$ cat src/rtl/cache_pkg.sv
// ---------------------------------------------------------------------------
// cache_pkg
// Shared types and helpers for the cache miss-handling slice.
//   victim_state_t : phases of the victim/eviction controller
//   beat_w()       : width of a beat index for a line of BEATS bus beats
// ---------------------------------------------------------------------------
package cache_pkg;

  typedef enum logic [2:0] {
    IDLE,
    CAPTURE,
    WRITEBACK,
    FILL,
    COMMIT
  } victim_state_t;

  // BEATS is a power of two >= 2, so clog2 gives an index that wraps exactly
  // at the end of a line. Clamp to 1 so a degenerate value still elaborates.
  function automatic int beat_w(input int beats);
    return (beats > 1) ? $clog2(beats) : 1;
  endfunction

endpackage

$ cat src/rtl/cache_victim_fsm_if.sv
// ---------------------------------------------------------------------------
// cache_victim_fsm_if
// Bundles the miss request, replacement-unit, valid-array and bus signals of
// the victim controller.
//   master : the controller (cache_victim_fsm)
//   slave  : the surrounding cache, replacement unit and bus interface
// Inputs to the controller : MissReq, MissSet, VictimWay, VictimDirty,
//                            FlushStage, BusReady
// Outputs of the controller: BusValid, BusWrite, BeatIdx, SelWay, SelSet,
//                            ClearValid, SetValid, LFSRWriteEn, MissDone
// ---------------------------------------------------------------------------
interface cache_victim_fsm_if
  import cache_pkg::*;
#(
  parameter int NUMWAYS = 4,
  parameter int SETLEN  = 7,
  parameter int BEATS   = 4
);

  localparam int BW = beat_w(BEATS);

  logic               MissReq;
  logic [SETLEN-1:0]  MissSet;
  logic [NUMWAYS-1:0] VictimWay;
  logic               VictimDirty;
  logic               FlushStage;
  logic               BusReady;

  logic               BusValid;
  logic               BusWrite;
  logic [BW-1:0]      BeatIdx;
  logic [NUMWAYS-1:0] SelWay;
  logic [SETLEN-1:0]  SelSet;
  logic               ClearValid;
  logic               SetValid;
  logic               LFSRWriteEn;
  logic               MissDone;

  modport master (
    input  MissReq, MissSet, VictimWay, VictimDirty, FlushStage, BusReady,
    output BusValid, BusWrite, BeatIdx, SelWay, SelSet,
           ClearValid, SetValid, LFSRWriteEn, MissDone
  );

  modport slave (
    output MissReq, MissSet, VictimWay, VictimDirty, FlushStage, BusReady,
    input  BusValid, BusWrite, BeatIdx, SelWay, SelSet,
           ClearValid, SetValid, LFSRWriteEn, MissDone
  );

endinterface

$ cat src/rtl/cache_beat_ctr.sv
// ---------------------------------------------------------------------------
// cache_beat_ctr
// Beat counter for one cache-line burst; shared by writeback and fill.
//   clk, rst_n : clock, asynchronous active-low reset
//   clr        : force the index back to 0
//   en         : a beat was accepted this cycle; advance the index
//   idx        : current beat index (wraps modulo BEATS)
//   last       : current beat is the final beat of the line
// ---------------------------------------------------------------------------
module cache_beat_ctr
  import cache_pkg::*;
#(
  parameter int BEATS = 4,
  localparam int W = beat_w(BEATS)
) (
  input  logic         clk,
  input  logic         rst_n,
  input  logic         clr,
  input  logic         en,
  output logic [W-1:0] idx,
  output logic         last
);

  logic [W-1:0] idx_q;

  // NOTE: sequential state is written with non-blocking assignments only, so
  // every register samples the pre-edge value of every other register.
  always_ff @(posedge clk or negedge rst_n) begin
    if (!rst_n) begin
      idx_q <= '0;
    end else if (clr) begin
      idx_q <= '0;
    end else if (en) begin
      // BEATS is a power of two, so the natural overflow is the wrap to 0
      // that leaves the counter ready for the next phase.
      idx_q <= idx_q + W'(1);
    end
  end

  assign idx  = idx_q;
  assign last = (idx_q == W'(BEATS - 1));

endmodule

$ cat src/rtl/cache_victim_fsm.sv
// ---------------------------------------------------------------------------
// cache_victim_fsm
// Miss-handling controller: latches the replacement unit's victim way and the
// miss set, writes the victim line back when dirty, fetches the new line,
// sets its valid bit and pulses the replacement unit's update enable.
//   clk     : clock, rising edge
//   reset_n : asynchronous active-low reset
//   bus     : cache_victim_fsm_if.master (miss request, victim, valid-array
//             control and bus beat handshake)
// ---------------------------------------------------------------------------
module cache_victim_fsm
  import cache_pkg::*;
#(
  parameter int NUMWAYS = 4,
  parameter int SETLEN  = 7,
  parameter int BEATS   = 4
) (
  input  logic                  clk,
  input  logic                  reset_n,
  cache_victim_fsm_if.master    bus
);

  localparam int BW = beat_w(BEATS);

  victim_state_t       state_q;
  logic [NUMWAYS-1:0]  sel_way_q;
  logic [SETLEN-1:0]   sel_set_q;
  logic                bus_valid_q;
  logic                bus_write_q;   // doubles as the latched dirty flag
  logic                clear_q;       // high throughout CAPTURE
  logic                commit_q;      // high throughout COMMIT

  logic [BW-1:0]       beat_idx;
  logic                beat_last;
  logic                beat_fire;
  logic                beat_clr;

  // A beat moves only while a request is outstanding and the bus takes it.
  assign beat_fire = bus_valid_q & bus.BusReady;
  assign beat_clr  = (state_q == CAPTURE);

  cache_beat_ctr #(.BEATS(BEATS)) u_beat_ctr (
    .clk   (clk),
    .rst_n (reset_n),
    .clr   (beat_clr),
    .en    (beat_fire),
    .idx   (beat_idx),
    .last  (beat_last)
  );

  // Outputs are registered alongside the state: each is set on the edge that
  // enters the state it belongs to, so they line up exactly with the state.
  always_ff @(posedge clk or negedge reset_n) begin
    if (!reset_n) begin
      state_q     <= IDLE;
      sel_way_q   <= '0;
      sel_set_q   <= '0;
      bus_valid_q <= 1'b0;
      bus_write_q <= 1'b0;
      clear_q     <= 1'b0;
      commit_q    <= 1'b0;
    end else begin
      clear_q  <= 1'b0;
      commit_q <= 1'b0;
      case (state_q)
        IDLE: begin
          if (bus.MissReq && !bus.FlushStage) begin
            state_q <= CAPTURE;
            clear_q <= 1'b1;
          end
        end
        CAPTURE: begin
          if (bus.FlushStage) begin
            // Squashed miss: nothing latched, nothing started.
            state_q <= IDLE;
          end else begin
            sel_way_q   <= bus.VictimWay;
            sel_set_q   <= bus.MissSet;
            bus_valid_q <= 1'b1;
            bus_write_q <= bus.VictimDirty;
            state_q     <= bus.VictimDirty ? WRITEBACK : FILL;
          end
        end
        WRITEBACK: begin
          // BusValid stays high across the phase change: writeback and fill
          // form one uninterrupted request stream.
          if (beat_fire && beat_last) begin
            bus_write_q <= 1'b0;
            state_q     <= FILL;
          end
        end
        FILL: begin
          if (beat_fire && beat_last) begin
            bus_valid_q <= 1'b0;
            commit_q    <= 1'b1;
            state_q     <= COMMIT;
          end
        end
        COMMIT: begin
          state_q <= IDLE;
        end
        default: begin
          state_q <= IDLE;
        end
      endcase
    end
  end

  assign bus.BusValid    = bus_valid_q;
  assign bus.BusWrite    = bus_write_q;
  assign bus.BeatIdx     = beat_idx;
  assign bus.SelWay      = sel_way_q;
  assign bus.SelSet      = sel_set_q;
  // A flush arriving in CAPTURE squashes the miss, so the valid bit must not
  // be cleared in that same cycle; the gate has to be combinational.
  assign bus.ClearValid  = clear_q & ~bus.FlushStage;
  assign bus.SetValid    = commit_q;
  assign bus.MissDone    = commit_q;
  // The line is still installed on a flush, but the replacement state must
  // not advance for a squashed access.
  assign bus.LFSRWriteEn = commit_q & ~bus.FlushStage;

endmodule

$ cat src/flat_wrapper.sv
// flat-port wrapper written by rule: the top's interface ports become plain ports
module cache_victim_fsm_flat import cache_pkg::*;
#(
  parameter int NUMWAYS = 4,
  parameter int SETLEN  = 7,
  parameter int BEATS   = 4
)
  (clk, reset_n, bus_MissReq, bus_MissSet, bus_VictimWay, bus_VictimDirty, bus_FlushStage, bus_BusReady, bus_BusValid, bus_BusWrite, bus_BeatIdx, bus_SelWay, bus_SelSet, bus_ClearValid, bus_SetValid, bus_LFSRWriteEn, bus_MissDone);
  cache_victim_fsm_if #(.NUMWAYS(NUMWAYS), .SETLEN(SETLEN), .BEATS(BEATS)) bus_i ();
  input  logic clk;
  input  logic reset_n;
  input wire logic [$bits(bus_i.MissReq)-1:0] bus_MissReq;
  input wire logic [$bits(bus_i.MissSet)-1:0] bus_MissSet;
  input wire logic [$bits(bus_i.VictimWay)-1:0] bus_VictimWay;
  input wire logic [$bits(bus_i.VictimDirty)-1:0] bus_VictimDirty;
  input wire logic [$bits(bus_i.FlushStage)-1:0] bus_FlushStage;
  input wire logic [$bits(bus_i.BusReady)-1:0] bus_BusReady;
  output wire logic [$bits(bus_i.BusValid)-1:0] bus_BusValid;
  output wire logic [$bits(bus_i.BusWrite)-1:0] bus_BusWrite;
  output wire logic [$bits(bus_i.BeatIdx)-1:0] bus_BeatIdx;
  output wire logic [$bits(bus_i.SelWay)-1:0] bus_SelWay;
  output wire logic [$bits(bus_i.SelSet)-1:0] bus_SelSet;
  output wire logic [$bits(bus_i.ClearValid)-1:0] bus_ClearValid;
  output wire logic [$bits(bus_i.SetValid)-1:0] bus_SetValid;
  output wire logic [$bits(bus_i.LFSRWriteEn)-1:0] bus_LFSRWriteEn;
  output wire logic [$bits(bus_i.MissDone)-1:0] bus_MissDone;
  assign bus_i.MissReq = bus_MissReq;
  assign bus_i.MissSet = bus_MissSet;
  assign bus_i.VictimWay = bus_VictimWay;
  assign bus_i.VictimDirty = bus_VictimDirty;
  assign bus_i.FlushStage = bus_FlushStage;
  assign bus_i.BusReady = bus_BusReady;
  assign bus_BusValid = bus_i.BusValid;
  assign bus_BusWrite = bus_i.BusWrite;
  assign bus_BeatIdx = bus_i.BeatIdx;
  assign bus_SelWay = bus_i.SelWay;
  assign bus_SelSet = bus_i.SelSet;
  assign bus_ClearValid = bus_i.ClearValid;
  assign bus_SetValid = bus_i.SetValid;
  assign bus_LFSRWriteEn = bus_i.LFSRWriteEn;
  assign bus_MissDone = bus_i.MissDone;
  cache_victim_fsm #(.NUMWAYS(NUMWAYS), .SETLEN(SETLEN), .BEATS(BEATS)) u_core (.clk(clk), .reset_n(reset_n), .bus(bus_i));
endmodule
$ cat config.mk
export PLATFORM = sky130hd
export DESIGN_NAME = cache_victim_fsm_flat
export DESIGN_NICKNAME = d
export VERILOG_FILES = /design/src/rtl/cache_pkg.sv /design/src/rtl/cache_victim_fsm_if.sv /design/src/rtl/cache_beat_ctr.sv /design/src/rtl/cache_victim_fsm.sv /design/src/flat_wrapper.sv
export SDC_FILE = /design/constraint.sdc
export NUM_CORES = 1
export LEC_CHECK = 0
export CORE_ASPECT_RATIO = 0.7
export CORE_MARGIN = 2
export CORE_UTILIZATION = 45
export CTS_CLUSTER_SIZE = 28
export DETAILED_ROUTE_END_ITERATION = 7
export GPL_ROUTABILITY_DRIVEN = 0
export MAX_ROUTING_LAYER = met4
export PLACE_DENSITY = 0.82
export SLEW_MARGIN = 20
export SYNTH_ARGS = -nofsm -noshare
export SYNTH_HDL_FRONTEND = slang
export SYNTH_SLANG_ARGS = --single-unit
$ cat constraint.sdc
create_clock -name clk -period 2.7 [get_ports clk]
set_input_delay 0.54 -clock clk [delete_from_list [all_inputs] [get_ports clk]]
set_output_delay 0.54 -clock clk [all_outputs]
set_load 0.02 [all_outputs]
==> impl_metrics.env, run 1 <==
export IMPL_cp_num_buf_inv=2
export IMPL_min_to="u_core.bus.SelWay[2]$_DFFE_PN0P_"
export IMPL_cts_root_buffer_cell="sky130_fd_sc_hd__clkbuf_4"
export IMPL_multi_input_comb_area_um2=353
export IMPL_result_of_the_run="finished clean"
export IMPL_synth_edff_count=0
export IMPL_clock_latency_ps=290
export IMPL_worstHoldStart="u_core.bus.SelWay[2]$_DFFE_PN0P_"
export IMPL_r2r_end="u_core.bus.SelWay[3]$_DFFE_PN0P_"
export IMPL_num_fill_cells=138
export IMPL_reg2reg_path_depth=3
export IMPL_detail_route_wl_per_cell_um=15.0
export IMPL_slew_viol_final=0
export IMPL_number_of_inserted_diodes=0
export IMPL_hold_class="reg2reg"
export IMPL_drt_pass1_iterations=4
export IMPL_fin_cells=126
export IMPL_crit_chain="clkdlybuf4s50_1 -> nor2b_1 -> clkdlybuf4s50_1"
export IMPL_clock_skew_ps=2.98
export IMPL_fmax_mhz=414
export IMPL_cts_tree="done"
export IMPL_leakagePower_nw=0.553
export IMPL_timing_critical_path_mode_cell="sky130_fd_sc_hd__clkdlybuf4s50_1"
export IMPL_buffer_ports_inserted=35
export IMPL_wl_mm=1.88
export IMPL_worst_slew_pin_transition_ps=362
export IMPL_critPathLaunchType="input pin"
export IMPL_syn_area_per_cell_um2=13.4
export IMPL_finalHoldViolCount=0
export IMPL_synth_top_cells_by_area="sky130_fd_sc_hd__dfrtp_1 56%, sky130_fd_sc_hd__mux2_4 13%, sky130_fd_sc_hd__mux2_2 3.8%"
export IMPL_post_cts_hold_buffer_count=0
export IMPL_critical_path_required_ps=2160
export IMPL_layout_cell_area_non_filler_mm2=0.00128
export IMPL_synth_main_ff_cell="sky130_fd_sc_hd__dfrtp_1"
export IMPL_critical_path_class="in2out"
export IMPL_dpl_cell_count=123
export IMPL_grt_overflow_total=0
export IMPL_postSynthNetCount=85
export IMPL_synth_top_cell_area_share_pct=55.9
export IMPL_post_cts_setup_buffers=0
export IMPL_crit_start="bus_FlushStage"
export IMPL_post_placement_cell_area_mm2=0.00125
export IMPL_yosys_warnings=0
export IMPL_clock_tree_buffer_depth=2
export IMPL_setup_violations_final=0
export IMPL_coreArea_mm2=0.00187
export IMPL_worstPathMaxFanout=6
export IMPL_synth_area_leader_cell="sky130_fd_sc_hd__dfrtp_1"
export IMPL_layout_area_seq_um2=500
export IMPL_vias_in_the_first_global_route=631
export IMPL_yosysUniqueCellTypes=23
export IMPL_dp_final_hpwl_mm=1.44
export IMPL_final_layout_size_suffix_gt1_share_pct=17.3
export IMPL_globalRouteTotalUtil_pct=18.1
export IMPL_drt_vias_per_instance=5.12
export IMPL_clkTransAtPathRegs_ps=100
export IMPL_cts_buffers_inserted=3
export IMPL_ant_nets=0
export IMPL_htree_levels=1
export IMPL_dieArea_mm2=0.00237
export IMPL_layout_nets=124
export IMPL_finalCriticalPeriod_ps=2420
export IMPL_cp_depth=3
export IMPL_dieHeight_um=41.3
export IMPL_post_synth_top_count_cell="sky130_fd_sc_hd__dfrtp_1"
export IMPL_whs_path_depth=1
export IMPL_floorplan_initialDensity_pct=47.8
export IMPL_share_of_synthesized_area_occupied_by_flip_flops_and_latches_pct=55.9
export IMPL_yosys_reg_bits=20
export IMPL_cpPeakStageDelay_ps=610
export IMPL_cp_slowest_cell="sky130_fd_sc_hd__clkdlybuf4s50_1"
export IMPL_first_iter_violations=12
export IMPL_path_delay_family="buffers and inverters"
export IMPL_cp_data_arrival_time_ps=1880
export IMPL_mappedNetlistArea_um2=895
export IMPL_synth_top_cells_by_count="20 x sky130_fd_sc_hd__dfrtp_1, 8 x sky130_fd_sc_hd__mux2_4, 5 x sky130_fd_sc_hd__nand2_1, 5 x sky130_fd_sc_hd__nor2b_1, 4 x sky130_fd_sc_hd__nor3_1"
export IMPL_grt_max_degree=21
export IMPL_finalSetupTns_ps=0
export IMPL_r2r_start="u_core.state_q[1]$_DFFE_PN0P_"
export IMPL_cts_repair_resized=0
export IMPL_powerDensity_mw_per_mm2=1040
export IMPL_antenna_found_initial=0
export IMPL_synthCells=67
export IMPL_synth_async_sr_flop_share_pct=100
export IMPL_timing_hold_ws_ps=515
export IMPL_detailroute_via_count=645
export IMPL_cts_sinks=20
export IMPL_route_detailed_drc=0
export IMPL_setup_worst_path_end_class="primary output"
export IMPL_timing_max_slew_rel_slack_pct=75.8
export IMPL_rsz0062_at_grt="false"
export IMPL_die_width_um=57.3
export IMPL_layout_worst_path_cycle_share_pct=89.6
export IMPL_maxCapViolations=0
export IMPL_floorplan_rows=13
export IMPL_syn2layout_area_growth_pct=42.7
export IMPL_io_pins=36
export IMPL_vdd_ir_drop_max_mv=0.741
export IMPL_first_pass_grt_wire_length_mm=2.86
export IMPL_worst_r2r_setup_slack_ps=1000
-- worst max-delay path by stage --
stage                                        to  slack, ps
2_1_floorplan  u_core.bus.SelSet[0]$_DFFE_PN0P_       1210
3_3_place_gp                    bus_LFSRWriteEn        320
3_5_place_dp                     bus_ClearValid        270
4_1_cts                          bus_ClearValid        270
5_1_grt                          bus_ClearValid        250
6_report                         bus_ClearValid        280
-- placed cells by master, fill, tap and decap left out, drive strengths merged --
master	Yosys	routed
nand3	2	2
clkbuf	0	3
nand2	5	5
o21ai	1	1
a22o	1	1
a21oi	2	2
o21bai	1	1
nor3	4	4
and3	1	1
nor2	3	3
mux2	11	11
nor4b	1	1
dfrtp	20	20
xor2	1	1
o311ai	1	1
ha	1	1
buf	3	2
nor2b	5	5
nand2b	1	1
inv	2	2
clkdlybuf4s50	0	35
a311oi	1	1
-- kinds of logic after synthesis --
| logic type | Yosys count | synth area share, % |
|---|---|---|
| AND/OR/NAND/NOR | 22 | 14.3 |
| adder cells (fa/ha/maj) | 1 | 1.40 |
| buffers and inverters | 5 | 4.62 |
| AO/OA/AOI/OAI | 7 | 5.59 |
| flip-flops | 20 | 55.9 |
| multiplexers | 11 | 17.2 |
| XOR/XNOR | 1 | 0.979 |
-- cell type report --
class,count,share of cell area [%]
Tap cell,22,2.16
Inverter,2,0.588
Sequential cell,20,39.2
Timing Repair Buffer,37,28.6
Clock buffer,3,1.76
Multi-Input combinational cell,42,27.6
-- power by group --
part | switching [mW] | internal, mW | leakage, nW
combinational | 0.288 | 0.367 | 0.292
clock | 0.0839 | 0.0519 | 0.0138
sequential | 0.110 | 0.424 | 0.247
total | 0.482 | 0.844 | 0.553
-- through the flow --
stage	util [%]	setup WS, ps	power (mW)
2_1_floorplan	-	1210	0.900
3_3_place_gp	67.0	319	1.17
3_5_place_dp	67.0	266	1.20
4_1_cts	68.2	265	1.34
5_1_grt	68.2	248	1.41
6_report	68.2	282	1.33
-- metal layers --
metal / part of all wire, % / vias to the layer above / GRT usage [%]
li1: - / 308 / -
met1: 44 / 310 / 21.5
met2: 50 / 25 / 29.6
met3: 5.9 / 2 / 7.10
met4: 0.42 / 0 / 5.23
met5: 0 / - / -
-- registers in the layout, indices dropped and copies added, names as in the netlist --
register	cells
u_core.u_beat_ctr.idx	2
u_core.bus.BusValid	1
u_core.state_q	3
u_core.bus.SelSet	7
u_core.bus.MissDone	1
u_core.bus.BusWrite	1
u_core.bus.SelWay	4
u_core.clear_q	1
Power figures use the tool's default switching activity.
==> run 2: changes to the inputs <==
Settings changed: SKIP_LAST_GASP set to 1.
==> results of run 2 <==
Same layout as run 1: the final DEF is identical, and so are final timing and power.
